--- src/rtl/fetch_unit_if.sv ---
// Fetch-stage bus: control strobes, program-ROM port, branch flags and fetch state outputs.
// Latency: none, signal bundle only.
// Backpressure: none; the control unit sequences fetch through the strobes.
interface fetch_unit_if #(
  parameter int PC_WIDTH = 16
);
  logic                IRload;
  logic                PCload;
  logic                JMPload;
  logic [7:0]          rom_data;
  logic                acc_zero;
  logic                carry;
  logic [PC_WIDTH-1:0] ret_addr;
  logic [PC_WIDTH-1:0] rom_addr;
  logic [PC_WIDTH-1:0] pc;
  logic [7:0]          Opcode;
  logic [7:0]          Operand;
  logic [PC_WIDTH-1:0] push_addr;
  logic                jmp_taken;
  logic [15:0]         jmp_count;

  // Fetch unit side
  modport slave (
    input  IRload, PCload, JMPload, rom_data, acc_zero, carry, ret_addr,
    output rom_addr, pc, Opcode, Operand, push_addr, jmp_taken, jmp_count
  );

  // Control unit / ROM side
  modport master (
    output IRload, PCload, JMPload, rom_data, acc_zero, carry, ret_addr,
    input  rom_addr, pc, Opcode, Operand, push_addr, jmp_taken, jmp_count
  );
endinterface

--- src/rtl/fetch_unit.sv ---
// 8051 fetch stage: owns PC, latches opcode/operand, redirects PC for AJMP/ACALL/JZ/JNZ/JNC/RETI.
// Latency: one clock edge from strobe to pc/Opcode/Operand; jmp_taken follows the redirect edge.
// Backpressure: none; strobes are obeyed every cycle. FETCH_JMP_COUNT_EN adds the taken-jump counter.
module fetch_unit #(
  parameter int                  PC_WIDTH = 16,
  parameter logic [PC_WIDTH-1:0] RESET_PC = '0
) (
  input  logic         clock,
  input  logic         reset,
  fetch_unit_if.slave  bus
);

  logic [PC_WIDTH-1:0] r_pc;
  logic [7:0]          r_opcode;
  logic [7:0]          r_operand;
  logic [PC_WIDTH-1:0] r_push_addr;
  logic                r_jmp_taken;
  logic                r_jmp_q;

  logic                w_jmp_edge;
  logic                w_is_ajmp;
  logic                w_is_acall;
  logic                w_is_reti;
  logic                w_rel_taken;
  logic                w_taken;
  logic [PC_WIDTH-1:0] w_abs_target;
  logic [PC_WIDTH-1:0] w_rel_target;
  logic [PC_WIDTH-1:0] w_target;

  // Only the first cycle of a JMPload window evaluates, so long windows redirect once.
  assign w_jmp_edge   = bus.JMPload & ~r_jmp_q;
  assign w_is_ajmp    = (r_opcode[4:0] == 5'h01);
  assign w_is_acall   = (r_opcode[4:0] == 5'h11);
  assign w_is_reti    = (r_opcode == 8'h32);
  // Relative base is the PC after the operand fetch, i.e. the next instruction.
  assign w_abs_target = {r_pc[PC_WIDTH-1:11], r_opcode[7:5], r_operand};
  assign w_rel_target = r_pc + {{(PC_WIDTH-8){r_operand[7]}}, r_operand};

  // Decode which redirect (if any) the current opcode requests and whether it is taken.
  always_comb begin
    w_rel_taken = 1'b0;
    w_target    = w_rel_target;
    case (r_opcode)
      8'h60:   w_rel_taken = bus.acc_zero;
      8'h70:   w_rel_taken = ~bus.acc_zero;
      8'h50:   w_rel_taken = ~bus.carry;
      default: w_rel_taken = 1'b0;
    endcase
    if (w_is_ajmp || w_is_acall) begin
      w_target = w_abs_target;
    end else if (w_is_reti) begin
      w_target = bus.ret_addr;
    end
  end

  assign w_taken = w_jmp_edge & (w_is_ajmp | w_is_acall | w_is_reti | w_rel_taken);

  // Program counter: a taken redirect beats the PCload increment.
  always_ff @(posedge clock) begin
    if (reset) begin
      r_pc <= RESET_PC;
    end else if (w_taken) begin
      r_pc <= w_target;
    end else if (bus.PCload) begin
      r_pc <= r_pc + 1'b1;
    end
  end

  // Instruction and operand byte latches from the zero-latency ROM.
  always_ff @(posedge clock) begin
    if (reset) begin
      r_opcode  <= 8'h00;
      r_operand <= 8'h00;
    end else begin
      if (bus.IRload) begin
        r_opcode <= bus.rom_data;
      end
      if (bus.PCload && !bus.IRload) begin
        r_operand <= bus.rom_data;
      end
    end
  end

  // Jump window edge tracking, ACALL return address capture and taken pulse.
  always_ff @(posedge clock) begin
    if (reset) begin
      r_jmp_q     <= 1'b0;
      r_push_addr <= '0;
      r_jmp_taken <= 1'b0;
    end else begin
      r_jmp_q     <= bus.JMPload;
      r_jmp_taken <= w_taken;
      if (w_jmp_edge && w_is_acall) begin
        r_push_addr <= r_pc;
      end
    end
  end

`ifdef FETCH_JMP_COUNT_EN
  logic [15:0] r_jmp_count;

  // Saturating count of taken-jump pulses.
  always_ff @(posedge clock) begin
    if (reset) begin
      r_jmp_count <= 16'h0000;
    end else if (r_jmp_taken && (r_jmp_count != 16'hFFFF)) begin
      r_jmp_count <= r_jmp_count + 16'h0001;
    end
  end

  assign bus.jmp_count = r_jmp_count;
`else
  assign bus.jmp_count = 16'h0000;
`endif

  assign bus.rom_addr  = r_pc;
  assign bus.pc        = r_pc;
  assign bus.Opcode    = r_opcode;
  assign bus.Operand   = r_operand;
  assign bus.push_addr = r_push_addr;
  assign bus.jmp_taken = r_jmp_taken;

endmodule

--- src/flat_wrapper.sv ---
// flat-port wrapper written by rule: the top's interface ports become plain ports
module fetch_unit_flat 
#(
  parameter int                  PC_WIDTH = 16,
  parameter logic [PC_WIDTH-1:0] RESET_PC = '0
)
  (clock, reset, bus_IRload, bus_PCload, bus_JMPload, bus_rom_data, bus_acc_zero, bus_carry, bus_ret_addr, bus_rom_addr, bus_pc, bus_Opcode, bus_Operand, bus_push_addr, bus_jmp_taken, bus_jmp_count);
  fetch_unit_if #(.PC_WIDTH(PC_WIDTH)) bus_i ();
  input  logic clock;
  input  logic reset;
  input wire logic [$bits(bus_i.IRload)-1:0] bus_IRload;
  input wire logic [$bits(bus_i.PCload)-1:0] bus_PCload;
  input wire logic [$bits(bus_i.JMPload)-1:0] bus_JMPload;
  input wire logic [$bits(bus_i.rom_data)-1:0] bus_rom_data;
  input wire logic [$bits(bus_i.acc_zero)-1:0] bus_acc_zero;
  input wire logic [$bits(bus_i.carry)-1:0] bus_carry;
  input wire logic [$bits(bus_i.ret_addr)-1:0] bus_ret_addr;
  output wire logic [$bits(bus_i.rom_addr)-1:0] bus_rom_addr;
  output wire logic [$bits(bus_i.pc)-1:0] bus_pc;
  output wire logic [$bits(bus_i.Opcode)-1:0] bus_Opcode;
  output wire logic [$bits(bus_i.Operand)-1:0] bus_Operand;
  output wire logic [$bits(bus_i.push_addr)-1:0] bus_push_addr;
  output wire logic [$bits(bus_i.jmp_taken)-1:0] bus_jmp_taken;
  output wire logic [$bits(bus_i.jmp_count)-1:0] bus_jmp_count;
  assign bus_i.IRload = bus_IRload;
  assign bus_i.PCload = bus_PCload;
  assign bus_i.JMPload = bus_JMPload;
  assign bus_i.rom_data = bus_rom_data;
  assign bus_i.acc_zero = bus_acc_zero;
  assign bus_i.carry = bus_carry;
  assign bus_i.ret_addr = bus_ret_addr;
  assign bus_rom_addr = bus_i.rom_addr;
  assign bus_pc = bus_i.pc;
  assign bus_Opcode = bus_i.Opcode;
  assign bus_Operand = bus_i.Operand;
  assign bus_push_addr = bus_i.push_addr;
  assign bus_jmp_taken = bus_i.jmp_taken;
  assign bus_jmp_count = bus_i.jmp_count;
  fetch_unit #(.PC_WIDTH(PC_WIDTH), .RESET_PC(RESET_PC)) u_core (.clock(clock), .reset(reset), .bus(bus_i));
endmodule
--- config.mk ---
export PLATFORM = sky130hd
export DESIGN_NAME = fetch_unit_flat
export DESIGN_NICKNAME = d
export VERILOG_FILES = /design/src/rtl/fetch_unit_if.sv /design/src/rtl/fetch_unit.sv /design/src/flat_wrapper.sv
export SDC_FILE = /design/constraint.sdc
export NUM_CORES = 1
export LEC_CHECK = 0
export ABC_AREA = 1
export CORE_ASPECT_RATIO = 1.2
export CORE_MARGIN = 2
export CORE_UTILIZATION = 45
export DETAILED_ROUTE_END_ITERATION = 8
export DONT_BUFFER_PORTS = 1
export GPL_ROUTABILITY_DRIVEN = 0
export REMOVE_ABC_BUFFERS = 1
export SYNTH_ARGS = -nofsm -noshare
export SYNTH_HDL_FRONTEND = slang
export SYNTH_SLANG_ARGS = --single-unit
--- constraint.sdc ---
create_clock -name clock -period 2.1 [get_ports clock]
set_input_delay 0.525 -clock clock [delete_from_list [all_inputs] [get_ports clock]]
set_output_delay 0.525 -clock clock [all_outputs]
set_load 0.005 [all_outputs]
* Word-level counts from Yosys, hierarchy flattened *
Cells that the tools add are included.

storage, ports and cells
  logic and storage cells = 35
  bits of input ports = 31
  latch bits = 0
  bits in read-only memories = 0
  memories kept = 0
  register bits = 50
  output and inout bits = 81
  RAM bits = 0

cells by class
  bitwise operators = 8
  magnitude comparators = 0
  div/mod/pow operators = 0
  shifts and indexed selects = 0
  equality and inequality tests = 7
  $mul = 0
  add/subtract/negate cells = 2
  multiplexer cells = 5
  reduce and logical (&&, ||, !) cells = 6

operator list
  operator                                                         number
  16-bit 2-to-1 mux                                                4
  8-bit by 7-bit == test with 1-bit output, second input constant  3
  16-bit by 1-bit adder with 16-bit output, second input constant  1
  16-bit adder                                                     1
  8-bit by 6-bit == test with 1-bit output, second input constant  1
  5-bit by 1-bit == test with 1-bit output, second input constant  1
  5-bit == test, second input constant                             1
  1-bit inverter                                                   3
  1-bit bitwise OR                                                 3
  1-bit case mux with 3 select lines                               1
  1-bit bitwise AND                                                2
  1-bit logical AND                                                2
  2-bit != test, second input constant                             1
  2-bit AND reduction                                              1
  2-bit nonzero test                                               1
  1-bit logical NOT                                                1
  1-bit logical OR                                                 1

* Logic depth before layout (Yosys ltp) *
Gate-level depths: netlist of run 1.

  depth after elaboration = 7
  mapped depth = 13
  mapped depth without buffers = 13

* Worst setup path before layout of run 1 *
OpenSTA, ideal clock, no wires.

  kind = reg2reg
  from = reg u_core.r_pc[0], in the netlist u_core.bus.pc[0]
  to = reg u_core.r_pc[14], in the netlist u_core.bus.pc[14]
  stages on the path, launching flop included = 13
  slack = 0.275 ns
  clock period less this slack = 1.825 ns
  data required time = 1.983 ns
  setup time = 0.117 ns
  path buffers = 0
  arrival time = 1.708 ns
  path through = dfxtp_1 ha_1 fa_1 nand3_1 nand3_1 nand2_1 nand2_1 nand3_1 nand2_1 nand2_1 nand3_1 nand2_1 a21oi_1

on the way
  longest elaborated chain between the ends = 4
  elaborated cells between the ends (all ways) = 6
  classes of those cells = 2 x add/sub; 4 x mux

ends and longest elaborated chain
  what                    RTL line          RTL
  start, declared         fetch_unit.sv:13  logic [PC_WIDTH-1:0] r_pc;
  start signal, assigned  fetch_unit.sv:63  r_pc <= w_target;
  start signal, assigned  fetch_unit.sv:65  r_pc <= r_pc + 1'b1;
  16-bit adder            fetch_unit.sv:37  assign w_rel_target = r_pc + {{(PC_WIDTH-8){r_operand[7]}}, r_operand};
  16-bit 2-to-1 mux       fetch_unit.sv:51  end else if (w_is_reti) begin
  16-bit 2-to-1 mux       fetch_unit.sv:49  if (w_is_ajmp || w_is_acall) begin
  16-bit 2-to-1 mux (*)   fetch_unit.sv:62  end else if (w_taken) begin

Mark *: on every way between the ends. The rest lies on a longest branch, timed or not. The select of a mux whose other input is x is not followed.
A chain may end at the register's enable or synchronous reset.

* Worst setup path after layout of run 1 *
  from = reg u_core.r_operand[0], in the netlist u_core.bus.Operand[0]
  to = reg u_core.r_pc[4], in the netlist u_core.bus.pc[4]

on the way
  longest elaborated chain between the ends = 4

ends and longest elaborated chain
  what                    RTL line          RTL
  start, declared         fetch_unit.sv:15  logic [7:0] r_operand;
  start signal, assigned  fetch_unit.sv:79  r_operand <= bus.rom_data;
  16-bit adder            fetch_unit.sv:37
  16-bit 2-to-1 mux       fetch_unit.sv:51
  16-bit 2-to-1 mux       fetch_unit.sv:49
  16-bit 2-to-1 mux       fetch_unit.sv:62

No other way between the ends. The select of a mux whose other input is x is not followed.

==> impl_metrics.yaml, run 1 <==
run_status:
  status: "finished clean"
synth:
  synth.avg_cell_area_um2: 6.466
  ys_ff_latch: 50
  yosys.area_share.simple_pct: 31.58
  synth_xor_area_share_pct: 3.509
  synthAdderAreaFrac_pct: 5.882
  syn_inst: 579
  netlist_area_um2: 3744
  synth_top_family_by_area: "simple AND/OR/NAND/NOR gates"
  ys_seq_area_share_pct: 26.74
  synthMuxAreaShare_pct: 0
  yosys_warnings: 0
  synth-compound-area-share_pct: 17.08
  synth.distinct_cells: 36
drt:
  routedWlPerCell_um: 14.86
  wirelength_um: 10060
  drc: 0
  drtPass1Iterations: 5
  vias: 3606
  vias_per_cell: 5.326
  postRouteAntennaNets: 0
  drt_iter0_drc: 176
clock_network:
  clk_pin_slew_worst_paths_ns: 0.10
  htree_levels: 2
  worstSkewPairLatency_ns: 0.32
  numCtsBuffers: 5
  cts_buffer_depth: 2
  root_buffer: "clkbuf_8"
  cts_sinks: 50
  tritoncts: "done"
  postCtsHoldBufs: 0
power_and_ir_drop:
  power.leakage_nw: 1.890
  p_per_area_nw_per_um2: 599.7
  ir_drop_mv: 0.3034
  power.total_mw: 2.354
sta:
  period_needed_ns: 1.976
  max_freq_mhz: 506.1
  report.final.slew_viol_count: 0
  worstMarginPinSlew_ns: 0.5430
  fin_crit_sh_pct: 94.09
  slew_headroom_pct: 63.67
  rsz0062_at_grt: "false"
  finalClockSkew_ns: 0.007057
  worst_hold_slack_ns: 0.2587
  finalSetupViolations: 0
  hold_viol: 0
layout:
  utilization_pct: 48.43
  drive_gt1_share_pct: 10.82
  layout_commonest_cell: "nand2_1"
  final_nets: 629
  final_cell_mix: "123 x nand2_1, 81 x nor2_1, 56 x inv_1, 56 x o21ai_0, 50 x dfxtp_1"
  syn_to_final_growth_pct: 4.880
  final_area_um2: 3926
  antenna_cells: 0
grt:
  overflow: 0
  grt_max_degree: 47
  grt_usage_pct: 22.93
  grt_pass1_wl_um: 16770
  grt_pass1_vias: 3483
  antenna_found_initial: 0
critical_path:
  worstSetupEndpointType: "flip-flop"
  rr_endpoint: "u_core.bus.pc[4]"
  critPathMaxFanout: 4
  rrSetupSlack_ns: 0.12
  crit_path_max_incr_delay_ns: 0.40
  critPathArrivalTime_ns: 2.23
  critical_path_class: "flip-flop to flip-flop"
  worst_setup_path_start_kind: "flip-flop"
  slowest_stage: "fa_1"
  path_cells: "ha_2 > fa_1 > nand3_1 > nand3_2 > xor2_1 > nor2_1 > o21ai_0 > nand2_1 > a21oi_1"
  required_ns: 2.35
  reg2reg_depth: 9
  worstReg2RegStart: "u_core.bus.Operand[0]"
floorplanning:
  rows: 36
  die-area_um2: 9068
  core_area_um2: 8108
  start_util_pct: 46.17
  die_width_um: 87.26
  ios: 112
  die_h_um: 103.9
hold_path:
  hp-class: "input port to flip-flop"
  whs_path_depth: 1
  min_from: "reset"
  worstHoldEndpoint: "u_core.bus.pc[2]"
placed_design:
  portBuffers: 0
  post_dp_cell_area_um2: 3802
  dp_hpwl_um: 7822
flow_run:
  maxCapViolCount: 0
==> state kept, by name, summed over array words and instances (netlist names) <==
register              flops
u_core.bus.pc            16
u_core.bus.push_addr     16
u_core.bus.Opcode         8
u_core.bus.Operand        8
u_core.bus.jmp_taken      1
u_core.r_jmp_q            1
==> power by group <==
group	switching, mW	internal, mW	leakage (nW)
sequential	0.0553	1.00	0.410
combinational	0.361	0.213	1.42
clock	0.366	0.358	0.0585
total	0.783	1.57	1.89
==> cell families (layout without fill, tap and decap cells) <==
logic type	after synthesis	count (layout)
AND/OR/NAND/NOR	272	272
AO/OA/AOI/OAI	118	118
buffers and inverters	106	94
flip-flops	50	50
adder cells (fa/ha/maj)	17	17
XOR/XNOR	15	15
other	1	16
==> final cells by class <==
cell class | count | area (um^2)
Clock buffer | 5 | 68.82
Clock inverter | 3 | 43.79
Fill cell | 836 | 4182
Inverter | 59 | 221.5
Multi-Input combinational cell | 438 | 2245
Sequential cell | 50 | 1001
Tap cell | 95 | 118.9
Timing Repair Buffer | 27 | 227.7
==> critical path: cells and delay by family (launching register included) <==
family,cells,cell delay [ns]
flops,1,0.37
fa+ha+maj,2,0.63
simple gates,4,0.37
xor+xnor,1,0.16
compound gates,2,0.37
==> cell usage after synthesis <==
cell / count / area (um^2)
nand3_1: 44 / 220.2
fa_1: 1 / 20.02
ha_1: 16 / 200.2
xor2_1: 12 / 105.1
nand3b_1: 1 / 7.510
nor3_4: 2 / 32.53
nand3_2: 1 / 10.01
clkbuf_1: 4 / 15.01
nor3_1: 3 / 15.01
a31oi_1: 3 / 18.77
buf_8: 1 / 15.01
nor2_2: 1 / 6.260
buf_4: 34 / 255.2
nand2_1: 123 / 461.7
xnor2_1: 3 / 26.28
and2_1: 1 / 6.260
nand2_4: 3 / 33.78
nor2_1: 81 / 304.0
inv_2: 2 / 7.510
conb_1: 1 / 3.750
o21a_1: 1 / 7.510
inv_1: 56 / 210.2
o211ai_1: 2 / 15.01
buf_6: 3 / 33.78
o21ai_0: 56 / 280.3
nor2_4: 2 / 22.52
nand4_1: 6 / 37.54
nand2_2: 2 / 12.51
o21ai_1: 1 / 5.000
or2_2: 2 / 12.51
dfxtp_1: 50 / 1001
buf_2: 5 / 25.02
a21oi_2: 6 / 52.55
clkinv_1: 1 / 3.750
o21ai_2: 4 / 35.03
a21oi_1: 45 / 225.2
==> metrics by stage <==
step | cells | TNS [ns] | setup slack, ns
3_5_place_dp | 669 | 0 | 0.07894
2_1_floorplan | 547 | -2.367 | -0.2481
3_3_place_gp | 669 | 0 | 0.1229
6_report | 677 | 0 | 0.1241
4_1_cts | 677 | 0 | 0.04570
5_1_grt | 677 | 0 | 0.002962
==> timing repair <==
item / CTS / global route
setup buffers: 0 / 0
resized for setup: 0 / 3
endpoints found under the setup margin: 0 / 5
==> per-layer routing <==
metal	global-route usage [%]	vias to the layer above	part of all wire, %
met3	4.921	20	6.4
met1	28.78	1614	43
met4	8.571	0	2.6
li1	-	1839	-
met2	37.93	133	48
met5	0	-	0
==> how the worst max path moves through the flow <==
stage	slack, ns	endpoint	start
2_1_floorplan	-0.25	u_core.bus.push_addr[0]	u_core.bus.Opcode[2]
3_3_place_gp	0.12	u_core.bus.pc[4]	u_core.bus.Operand[0]
3_5_place_dp	0.08	u_core.bus.pc[6]	u_core.bus.Operand[0]
4_1_cts	0.05	u_core.bus.pc[4]	u_core.bus.Operand[0]
5_1_grt	0.003	u_core.bus.pc[6]	u_core.bus.Operand[0]
6_report	0.12	u_core.bus.pc[4]	u_core.bus.Operand[0]
Power figures use the tool's default switching activity.
==> inputs of run 2 (changes only) <==
--- a/config.mk
+++ b/config.mk
@@ -6,12 +6,14 @@
 export NUM_CORES = 1
 export LEC_CHECK = 0
 export ABC_AREA = 1
+export CAP_MARGIN = 40
 export CORE_ASPECT_RATIO = 1.2
 export CORE_MARGIN = 2
 export CORE_UTILIZATION = 45
 export DETAILED_ROUTE_END_ITERATION = 8
 export DONT_BUFFER_PORTS = 1
 export GPL_ROUTABILITY_DRIVEN = 0
+export GPL_TIMING_DRIVEN = 1
 export REMOVE_ABC_BUFFERS = 1
 export SYNTH_ARGS = -nofsm -noshare
 export SYNTH_HDL_FRONTEND = slang
==> results of run 2 <==
No change in the layout: final DEF, timing and power equal those of run 1.
